### src/rtl/axis_fifo.sv
// AXI-Stream FIFO with first-word-fall-through output and an optional packet mode
// that holds egress until a complete packet (tlast) is stored.
module axis_fifo #(
  parameter int DATA_WIDTH  = 8,
  parameter int KEEP_WIDTH  = (DATA_WIDTH + 7) / 8,
  parameter int ID_WIDTH    = 8,
  parameter int DEST_WIDTH  = 8,
  parameter int USER_WIDTH  = 1,
  parameter int DEPTH       = 16,
  parameter int PACKET_MODE = 0
) (
  input  logic                    clk,
  input  logic                    rst,

  input  logic [DATA_WIDTH-1:0]   s_axis_tdata,
  input  logic [KEEP_WIDTH-1:0]   s_axis_tkeep,
  input  logic                    s_axis_tlast,
  input  logic [ID_WIDTH-1:0]     s_axis_tid,
  input  logic [DEST_WIDTH-1:0]   s_axis_tdest,
  input  logic [USER_WIDTH-1:0]   s_axis_tuser,
  input  logic                    s_axis_tvalid,
  output logic                    s_axis_tready,

  output logic [DATA_WIDTH-1:0]   m_axis_tdata,
  output logic [KEEP_WIDTH-1:0]   m_axis_tkeep,
  output logic                    m_axis_tlast,
  output logic [ID_WIDTH-1:0]     m_axis_tid,
  output logic [DEST_WIDTH-1:0]   m_axis_tdest,
  output logic [USER_WIDTH-1:0]   m_axis_tuser,
  output logic                    m_axis_tvalid,
  input  logic                    m_axis_tready,

  output logic [$clog2(DEPTH):0]  count,
  output logic                    full,
  output logic                    empty
);

  localparam int AW = $clog2(DEPTH);
  localparam int CW = AW + 1;
  localparam int WW = USER_WIDTH + DEST_WIDTH + ID_WIDTH + 1 + KEEP_WIDTH + DATA_WIDTH;
  localparam logic [CW-1:0] DEPTH_C = CW'(DEPTH);

  generate
    if (DEPTH < 2 || (DEPTH & (DEPTH - 1)) != 0) begin : g_bad_depth
      $error("axis_fifo: DEPTH must be a power of two and at least 2");
    end
  endgenerate

  logic [WW-1:0]  mem [DEPTH];
  logic [WW-1:0]  s_word;
  logic [WW-1:0]  m_word;

  logic [AW-1:0]  wr_ptr_q, wr_ptr_d;
  logic [AW-1:0]  rd_ptr_q, rd_ptr_d;
  logic [CW-1:0]  count_q, count_d;
  logic [CW-1:0]  pkt_cnt_q, pkt_cnt_d;
  logic           fallback_q, fallback_d;

  logic           push;
  logic           pop;
  logic           full_w;
  logic           empty_w;
  logic           push_last;
  logic           pop_last;

  assign full_w  = (count_q == DEPTH_C);
  assign empty_w = (count_q == '0);

  // Ready depends only on stored state, never on the downstream ready.
  assign s_axis_tready = !full_w;

  // In packet mode a full FIFO with no complete packet would deadlock, so it
  // releases beats cut-through until the partial packet's tlast leaves.
  assign m_axis_tvalid = !empty_w &&
                         (PACKET_MODE == 0 || pkt_cnt_q != '0 || full_w || fallback_q);

  assign push      = s_axis_tvalid && s_axis_tready;
  assign pop       = m_axis_tvalid && m_axis_tready;
  assign push_last = push && s_axis_tlast;
  assign pop_last  = pop && m_axis_tlast;

  assign s_word = {s_axis_tuser, s_axis_tdest, s_axis_tid,
                   s_axis_tlast, s_axis_tkeep, s_axis_tdata};
  assign m_word = mem[rd_ptr_q];
  assign {m_axis_tuser, m_axis_tdest, m_axis_tid,
          m_axis_tlast, m_axis_tkeep, m_axis_tdata} = m_word;

  assign count = count_q;
  assign full  = full_w;
  assign empty = empty_w;

  always_comb begin
    wr_ptr_d   = wr_ptr_q;
    rd_ptr_d   = rd_ptr_q;
    count_d    = count_q;
    pkt_cnt_d  = pkt_cnt_q;
    fallback_d = fallback_q;

    if (push) wr_ptr_d = wr_ptr_q + AW'(1);
    if (pop)  rd_ptr_d = rd_ptr_q + AW'(1);

    case ({push, pop})
      2'b10:   count_d = count_q + CW'(1);
      2'b01:   count_d = count_q - CW'(1);
      default: count_d = count_q;
    endcase

    case ({push_last, pop_last})
      2'b10:   pkt_cnt_d = pkt_cnt_q + CW'(1);
      2'b01:   pkt_cnt_d = pkt_cnt_q - CW'(1);
      default: pkt_cnt_d = pkt_cnt_q;
    endcase

    if (full_w && pkt_cnt_q == '0) fallback_d = 1'b1;
    if (pop_last)                  fallback_d = 1'b0;
  end

  always_ff @(posedge clk or negedge rst) begin
    if (!rst) begin
      wr_ptr_q   <= '0;
      rd_ptr_q   <= '0;
      count_q    <= '0;
      pkt_cnt_q  <= '0;
      fallback_q <= 1'b0;
    end else begin
      wr_ptr_q   <= wr_ptr_d;
      rd_ptr_q   <= rd_ptr_d;
      count_q    <= count_d;
      pkt_cnt_q  <= pkt_cnt_d;
      fallback_q <= fallback_d;
    end
  end

  // Payload storage carries no reset so it maps onto plain RAM.
  always_ff @(posedge clk) begin
    if (push) mem[wr_ptr_q] <= s_word;
  end

endmodule
### config.mk
export PLATFORM = sky130hd
export DESIGN_NAME = axis_fifo
export DESIGN_NICKNAME = d
export VERILOG_FILES = /design/src/rtl/axis_fifo.sv
export SDC_FILE = /design/constraint.sdc
export NUM_CORES = 1
export LEC_CHECK = 0
export ABC_AREA = 0
export ABC_CLOCK_PERIOD_IN_PS = 6850
export CORE_MARGIN = 8
export CORE_UTILIZATION = 25
export DETAILED_ROUTE_END_ITERATION = 8
export MAX_ROUTING_LAYER = met4
export PLACE_DENSITY = 0.47
export REMOVE_ABC_BUFFERS = 1
export SLEW_MARGIN = 20
export SYNTH_ARGS = -nofsm -noshare
export SYNTH_HDL_FRONTEND = slang
export SYNTH_SLANG_ARGS = --single-unit
export TNS_END_PERCENT = 20
### constraint.sdc
create_clock -name clk -period 6.85 [get_ports clk]
set_clock_uncertainty 0.15 [all_clocks]
set_input_delay 1.7125 -clock clk [delete_from_list [all_inputs] [get_ports clk]]
set_output_delay 1.7125 -clock clk [all_outputs]
set_load 0.005 [all_outputs]
# == Yosys cells after proc, flatten, opt, wreduce, memory -nomap -nowiden ==
# Memories as Yosys holds them, arrays and structs flattened.
# Index checks and enable logic that the tools add are counted.
# classes
mux,3
reduce_logical,6
eq_ne,3
n_addsub,4
# op_table
cell,n
case mux 5 bit (2 select lines),1
adder 4 x 1 -> 4 bit (second input constant),2
adder 5 x 1 -> 5 bit (second input constant),1
== test 5 bit (second input constant),1
zero test 5 bit,1
subtractor 5 x 1 -> 5 bit (second input constant),1
== test 2 x 1 -> 1 bit (second input constant),1
== test 2 bit (second input constant),1
logical AND 1 bit,2
zero test 1 bit,2
2-to-1 mux 1 bit,2
nonzero test 2 bit,1
# totals
output_inout_bits,36
mem_bits_rw,432
regBits,13
mem_count,1
# memory_table
memory,words,width,rd,rd_clocked_by_memory_dff,wr,line,text
mem,16,27,1,0,1,49,logic [WW-1:0] mem [DEPTH];

# == Longest topological paths before layout ==
# Gate-level depths: netlist of run 1.
# depth
depth_word,5
ltp_mapped,13
mapped_depth_nobuf,12

# == Worst setup path before layout of run 1 ==
# OpenSTA, ideal clock, no wires.
# synth_timing
kind,input -> register
startpoint,input s_axis_tvalid
endpoint,"memory mem[0][0] (netlist name), enable pin"
required_ns,6.255
path_stages,4
arrival_time_ns,3.968
path_slack_ns,2.287
setup_time_ns,0.445
cell_sequence,and2_1 buf_2 nand2_1 nor3_1
# synth_via
elab_chain_len,3
# synth_lines
item,line,text
from (decl),21,"input logic s_axis_tvalid,"
logical AND 1 bit,77,assign push = s_axis_tvalid && s_axis_tready;
2-to-1 mux 1 bit,136,if (push) mem[wr_ptr_q] <= s_word;
2-to-1 mux 1 bit (implied by the code),136,
to (decl),49,
# Every way passes these cells.

# == Final worst setup path of run 1 ==
# layout_timing
startpoint,register rd_ptr_q[3]
endpoint,output m_axis_tid[5]
# layout_via
elab_chain_len,1
# layout_lines
item,line,text
from (decl),54,"logic [AW-1:0] rd_ptr_q, rd_ptr_d;"
from (signal assigned),127,rd_ptr_q <= rd_ptr_d;
memory read (16 x 27 bit),--,
to (decl),27,"output logic [ID_WIDTH-1:0] m_axis_tid,"
# Every way passes these cells.

==> flow_summary.ini, run 1 <==
[clocking]
insertion_delay_ps = 560
cts_max_path_buffers = 3
numClockSinks = 445
postCtsHoldBufs = 0
post_cts_buffers = 0
htree_num_levels = 2
clock-root-buffer = clkbuf_16
cts_resized = 0
cts_tree = built
cts_buffers = 48
path_clk_slew_ps = 50

[global_route]
first_global_vias = 9025
use_met2_pct = 16.69
gr-usage-met3_pct = 2.714
grt-ovfl-total = 0
grt_pass1_wl_um = 61910
grtUsageMet1_pct = 14.38
busiest_layer = met2
antenna_found_initial = 6
grt_usage_pct = 10.87
grt_max_degree = 57

[timing]
slew_viol_final = 0
maxSlewHeadroom_pct = 23.61
fin_ws_ps = 1165
worst_pin_slew_ps = 1146
post-route-period-util_pct = 82.99
fin_crit_ps = 5685
rsz0062_at_grt = false
setup_viol_count_final = 0
fmax_mhz = 175.9
final-hold-violation-count = 0

[logic_synthesis]
synth_ff_type = edfxtp_1
synth-seq-area-share_pct = 75.64
netlist_top_cells_area = edfxtp_1, mux4_2, mux2i_1, dfrtp_1, a221oi_1
ys_ff_latch = 445
ys_warn_count = 0
synth_area_per_cell_sq_um = 20.23
synth_cell_types = 35
synth_top_area_cell = edfxtp_1
yosys.area.top_type_share_pct = 73.79
async_flop_share_pct = 2.921
synth_enable_flop_cells = 432
syn_area_sq_um = 17580
syn-instance-count = 869

[cells_and_area]
drive_above_1_share_pct = 19.50
mostFrequentLayoutCells = edfxtp_1, mux2i_1, clkdlybuf4s50_1
final_nets = 1007
final_common_cell = edfxtp_1
areaGrowthSynthToFinish_pct = 19.39
fin_cells = 1951

[setup_path]
cp_slowest_cell = dfrtp_2
path_cells = clkinv_1 -> buf_4 -> a221oi_1 -> o21ai_0 -> nand2_1 -> clkdlybuf4s50_1
path_buf_inv = 3
end_kind = output pin
worstPathMaxFanout = 29
worstSetupStartpointType = flip-flop
crit_required_ps = 4990
cp.arrival_ps = 3820
crit_family = buffers and inverters
critPathMaxStageDelay_ps = 970
worstSetupPathType = flip-flop to output pin

[run]
maxCapViolCount = 0

[power]
power_density_nw_per_um2 = 421.8
cellLeakagePower_uw = 0.006841
ir_worst_vdd_v = 0.0002673
total_power_uw = 8854

[route]
route.detailed.drc = 0
ant_nets = 0
vias_per_cell = 4.360
dr.pass1.iters = 4
drtIter0Drc = 724
wl_per_cell_um = 21.43
vias = 8506
routed_wl_um = 41820

[placed_design]
dp_cells = 1856
gp_routability_congestion = 0.6846
port_buffers = 66
dpl.hpwl_um = 22590
pre_cts_ws_ps = 1707

[floorplanning]
ios = 67
core_area_sq_um = 69790
num_rows = 97
dieArea_sq_um = 79060
dieHeight_um = 281.2
die_w_um = 281.2
initial_core_util_pct = 25.19

[status]
status = finished clean

[min_path]
hp-class = flip-flop to flip-flop
[cell usage after synthesis, types with 3 or more instances]
library cell and n:
mux2i_1 109, mux4_2 54, buf_12 9, o21ai_0 31, nand2_1 36, a221oi_1 35
a22oi_1 27, xnor2_1 7, nor3_1 4, buf_8 5, nor2_1 12, dfrtp_1 13
buf_6 4, a221oi_2 19, edfxtp_1 432, and2_1 3, buf_2 16, nand2b_1 3
xor2_1 3, inv_1 9, ha_1 9, clkbuf_1 13
[final cells by class]
class / count / area (sq um)
fillers: 6802 / 48800
flip-flops and latches: 445 / 13300
multi-input cells: 365 / 3923
clock buffers: 58 / 1321
well taps: 940 / 1176
repair buffers: 96 / 935.9
clock inverters: 31 / 275.3
inverters: 10 / 37.54
diodes: 6 / 15.01
[through the flow]
stage / TNS, ps / instance area (sq um) / utilization (%) / hold WS, ps
3_5_place_dp: 0 / 19380 / 27.77 / 365.2
2_1_floorplan: -41660 / 17140 / - / 348.0
6_report: 0 / 20990 / 30.07 / 387.8
4_1_cts: 0 / 20970 / 30.05 / 392.3
3_3_place_gp: 0 / 19380 / 27.77 / 373.7
5_1_grt: 0 / 20990 / 30.07 / 415.3
[metal layers]
layer  routed length [um]  vias to the layer above  part of all wire, %
met5                    0                        -                    0
met4                  688                        0                  1.6
met3                 2047                       52                  4.9
met2                19420                      146                   46
met1                19660                     4504                   47
li1                     -                     3804                    -
[registers in the layout, indices dropped and copies added, names as in the netlist]
register  flops
mem         432
count         5
rd_ptr_q      4
wr_ptr_q      4
[logic make-up after synthesis]
group,after synthesis,share of synthesized area [%]
mux,164,13.21
flops,445,75.64
compound gates,115,5.502
simple gates,66,1.673
fa+ha+maj,10,0.7545
xor+xnor,10,0.4983
buf+inv,59,2.719
[report_power, final]
| group | internal, uW | total [uW] | switching, uW | leakage (uW) |
|---|---|---|---|---|
| registers | 3290 | 3520 | 226 | 0.00405 |
| clock network | 1550 | 2600 | 1040 | 0.000788 |
| logic | 1260 | 2730 | 1480 | 0.00200 |
| total | 6110 | 8850 | 2750 | 0.00684 |
[final timing paths]
check,from,endpoint,slack [ps],cells after the start
max in group asynchronous,rst,rd_ptr_q[0]$_DFFE_PN0P_,4600,1
hold reg to reg,count[4]$_DFFE_PN0P_,count[4]$_DFFE_PN0P_,390,1
min in group asynchronous,rst,rd_ptr_q[2]$_DFFE_PN0P_,1420,1
hold / removal,count[4]$_DFFE_PN0P_,count[4]$_DFFE_PN0P_,390,1
setup / recovery,rd_ptr_q[3]$_DFFE_PN0P_,m_axis_tid[5],1170,6
setup reg to reg,count[1]$_DFFE_PN0P_,count[4]$_DFFE_PN0P_,3730,12
(Power assumes the default switching activity.)
==> run 2, diff against run 1 <==
--- a/config.mk
+++ b/config.mk
@@ -6,7 +6,7 @@
 export NUM_CORES = 1
 export LEC_CHECK = 0
 export ABC_AREA = 0
-export ABC_CLOCK_PERIOD_IN_PS = 6850
+export ABC_CLOCK_PERIOD_IN_PS = 5300
 export CORE_MARGIN = 8
 export CORE_UTILIZATION = 25
 export DETAILED_ROUTE_END_ITERATION = 8
==> constraint.sdc (replaced) <==
create_clock -name clk -period 5.3 [get_ports clk]
set_clock_uncertainty 0.15 [all_clocks]
set_input_delay 1.325 -clock clk [delete_from_list [all_inputs] [get_ports clk]]
set_output_delay 1.325 -clock clk [all_outputs]
set_load 0.005 [all_outputs]
==> run 2 against run 1 <==
First-iteration DRC count down 25%; setup slack worse by 600 ps; largest power group unchanged; hold slack better by 4.9 ps; final area about the same; power up 29%; cell count up 0.26%; sequential power up 26%; routed wire length up 2.6%; non-clock buffer count up 7; sequential cell count unchanged.
==> flow_summary.ini, run 2 (same netlist as run 1, synthesis figures left out) <==
[route]
dr.pass1.iters = 5
drtIter0Drc = 544
wl_per_cell_um = 21.93
route.detailed.drc = 0
vias = 8490
ant_nets = 0
routed_wl_um = 42900
vias_per_cell = 4.340

[cells_and_area]
final_nets = 1016
fin_cells = 1956
fill_cells = 6792
areaGrowthSynthToFinish_pct = 19.47
final_area_sq_um = 21000
largest_reg_flops = 432
top_register = mem
drive_above_1_share_pct = 20.63
mostFrequentLayoutCells = edfxtp_1, mux2i_1, clkdlybuf4s50_1
final_common_cell = edfxtp_1

[floorplanning]
ios = 67
dieHeight_um = 281.2
initial_core_util_pct = 25.19
dieArea_sq_um = 79060
core_area_sq_um = 69790
num_rows = 97
die_w_um = 281.2

[clocking]
cts_tree = built
numClockSinks = 445
postCtsHoldBufs = 0
cts_resized = 0
clock-root-buffer = clkbuf_16
path_clk_slew_ps = 60
insertion_delay_ps = 570
cts_buffers = 50
cts_max_path_buffers = 3
htree_num_levels = 2
post_cts_buffers = 0

[global_route]
grt_max_degree = 49
grt_pass1_wl_um = 62690
grt_usage_pct = 11.10
first_global_vias = 8996
antenna_found_initial = 3
grt-ovfl-total = 0

[setup_path]
worstSetupStartpointType = flip-flop
path_cells = and2_2 -> buf_12 -> a221oi_1 -> a22oi_1 -> nand2_1 -> clkdlybuf4s50_1
end_kind = output pin
worstPathMaxFanout = 41
critPathMaxStageDelay_ps = 580
crit_required_ps = 3830
cp_slowest_cell = a221oi_1
cp.arrival_ps = 3260
worstSetupPathType = flip-flop to output pin

[timing]
rsz0062_at_grt = false
maxSlewHeadroom_pct = 40.91
setup_viol_count_final = 0
slew_viol_final = 0
fmax_mhz = 211.0
worst_pin_slew_ps = 884.2
fin_crit_ps = 4739
final-hold-violation-count = 0
post-route-period-util_pct = 89.42

[power]
power_density_nw_per_um2 = 545.2
cellLeakagePower_uw = 0.006876
ir_worst_vdd_v = 0.0003035

[placed_design]
gp_routability_congestion = 0.7136
dp_cells = 1863
place_area_sq_um = 19430
port_buffers = 66
dpl.hpwl_um = 23550

[run]
maxCapViolCount = 0

[status]
status = finished clean

[min_path]
hp-class = flip-flop to flip-flop
[run 2: cell types whose count changed in the layout (fill, tap and decap cells not counted), sizes merged]
cell      delta
clkinvlp     +1
clkinv       -2
diode        -3
buf          +7
bufinv       -1
inv          +3
[run 2: path summary, 6_finish.rpt]
kind	from	end	slack [ps]	cells past startpoint
min	count[4]$_DFFE_PN0P_	count[4]$_DFFE_PN0P_	390	1
min reg2reg	count[4]$_DFFE_PN0P_	count[4]$_DFFE_PN0P_	390	1
max in group asynchronous	rst	rd_ptr_q[0]$_DFFE_PN0P_	3350	1
min in group asynchronous	rst	count[2]$_DFFE_PN0P_	1060	1
max	rd_ptr_q[1]$_DFFE_PN0P_	m_axis_tid[5]	560	6
max reg2reg	count[1]$_DFFE_PN0P_	count[4]$_DFFE_PN0P_	2170	10
[run 2: stage by stage]
| step | power (uW) | setup TNS [ps] | setup slack, ps | util [%] | hold slack [ps] |
|---|---|---|---|---|---|
| finish | 11450 | 0 | 560.6 | 30.10 | 392.7 |
| global route | 12060 | 0 | 370.1 | 30.10 | 414.7 |
| CTS | 11710 | 0 | 494.5 | 30.09 | 393.4 |
| detailed placement | 8316 | 0 | 1052 | 27.84 | 372.6 |
| global placement | 8308 | 0 | 1092 | 27.84 | 373.4 |
| floorplan | 6902 | -77350 | -2706 | - | 348.0 |
[run 2: routing by layer]
layer,up-vias,GRT usage (%),routed length [um]
met5,-,-,0
met4,0,2.831,911
met3,62,2.465,1910
met2,153,17.13,20040
met1,4464,14.78,20030
li1,3811,-,-
[run 2: power by group]
group,switching (uW),internal (uW),total (uW)
clock network,1380,1950,3320
registers,176,4260,4440
logic,2050,1640,3690
total,3600,7850,11500
[run 2: worst max-delay path, delay by kind of cell (launching register included)]
| family | cells | cell delay [ps] |
|---|---|---|
| buffers and inverters | 2 | 790 |
| AO/OA/AOI/OAI | 2 | 770 |
| flip-flops | 1 | 540 |
| AND/OR/NAND/NOR | 2 | 540 |
[run 2: layout make-up]
| type | count | area, sq um | share of cell area (%) |
|---|---|---|---|
| clock inverter | 32 | 264.0 | 1.257 |
| sequential | 445 | 13300 | 63.34 |
| clock buffer | 58 | 1303 | 6.202 |
| multi-input combinational | 365 | 3923 | 18.68 |
| antenna | 3 | 7.507 | 0.03574 |
| tap | 940 | 1176 | 5.600 |
| timing repair buffer | 103 | 988.4 | 4.706 |
| inverter | 10 | 37.54 | 0.1787 |
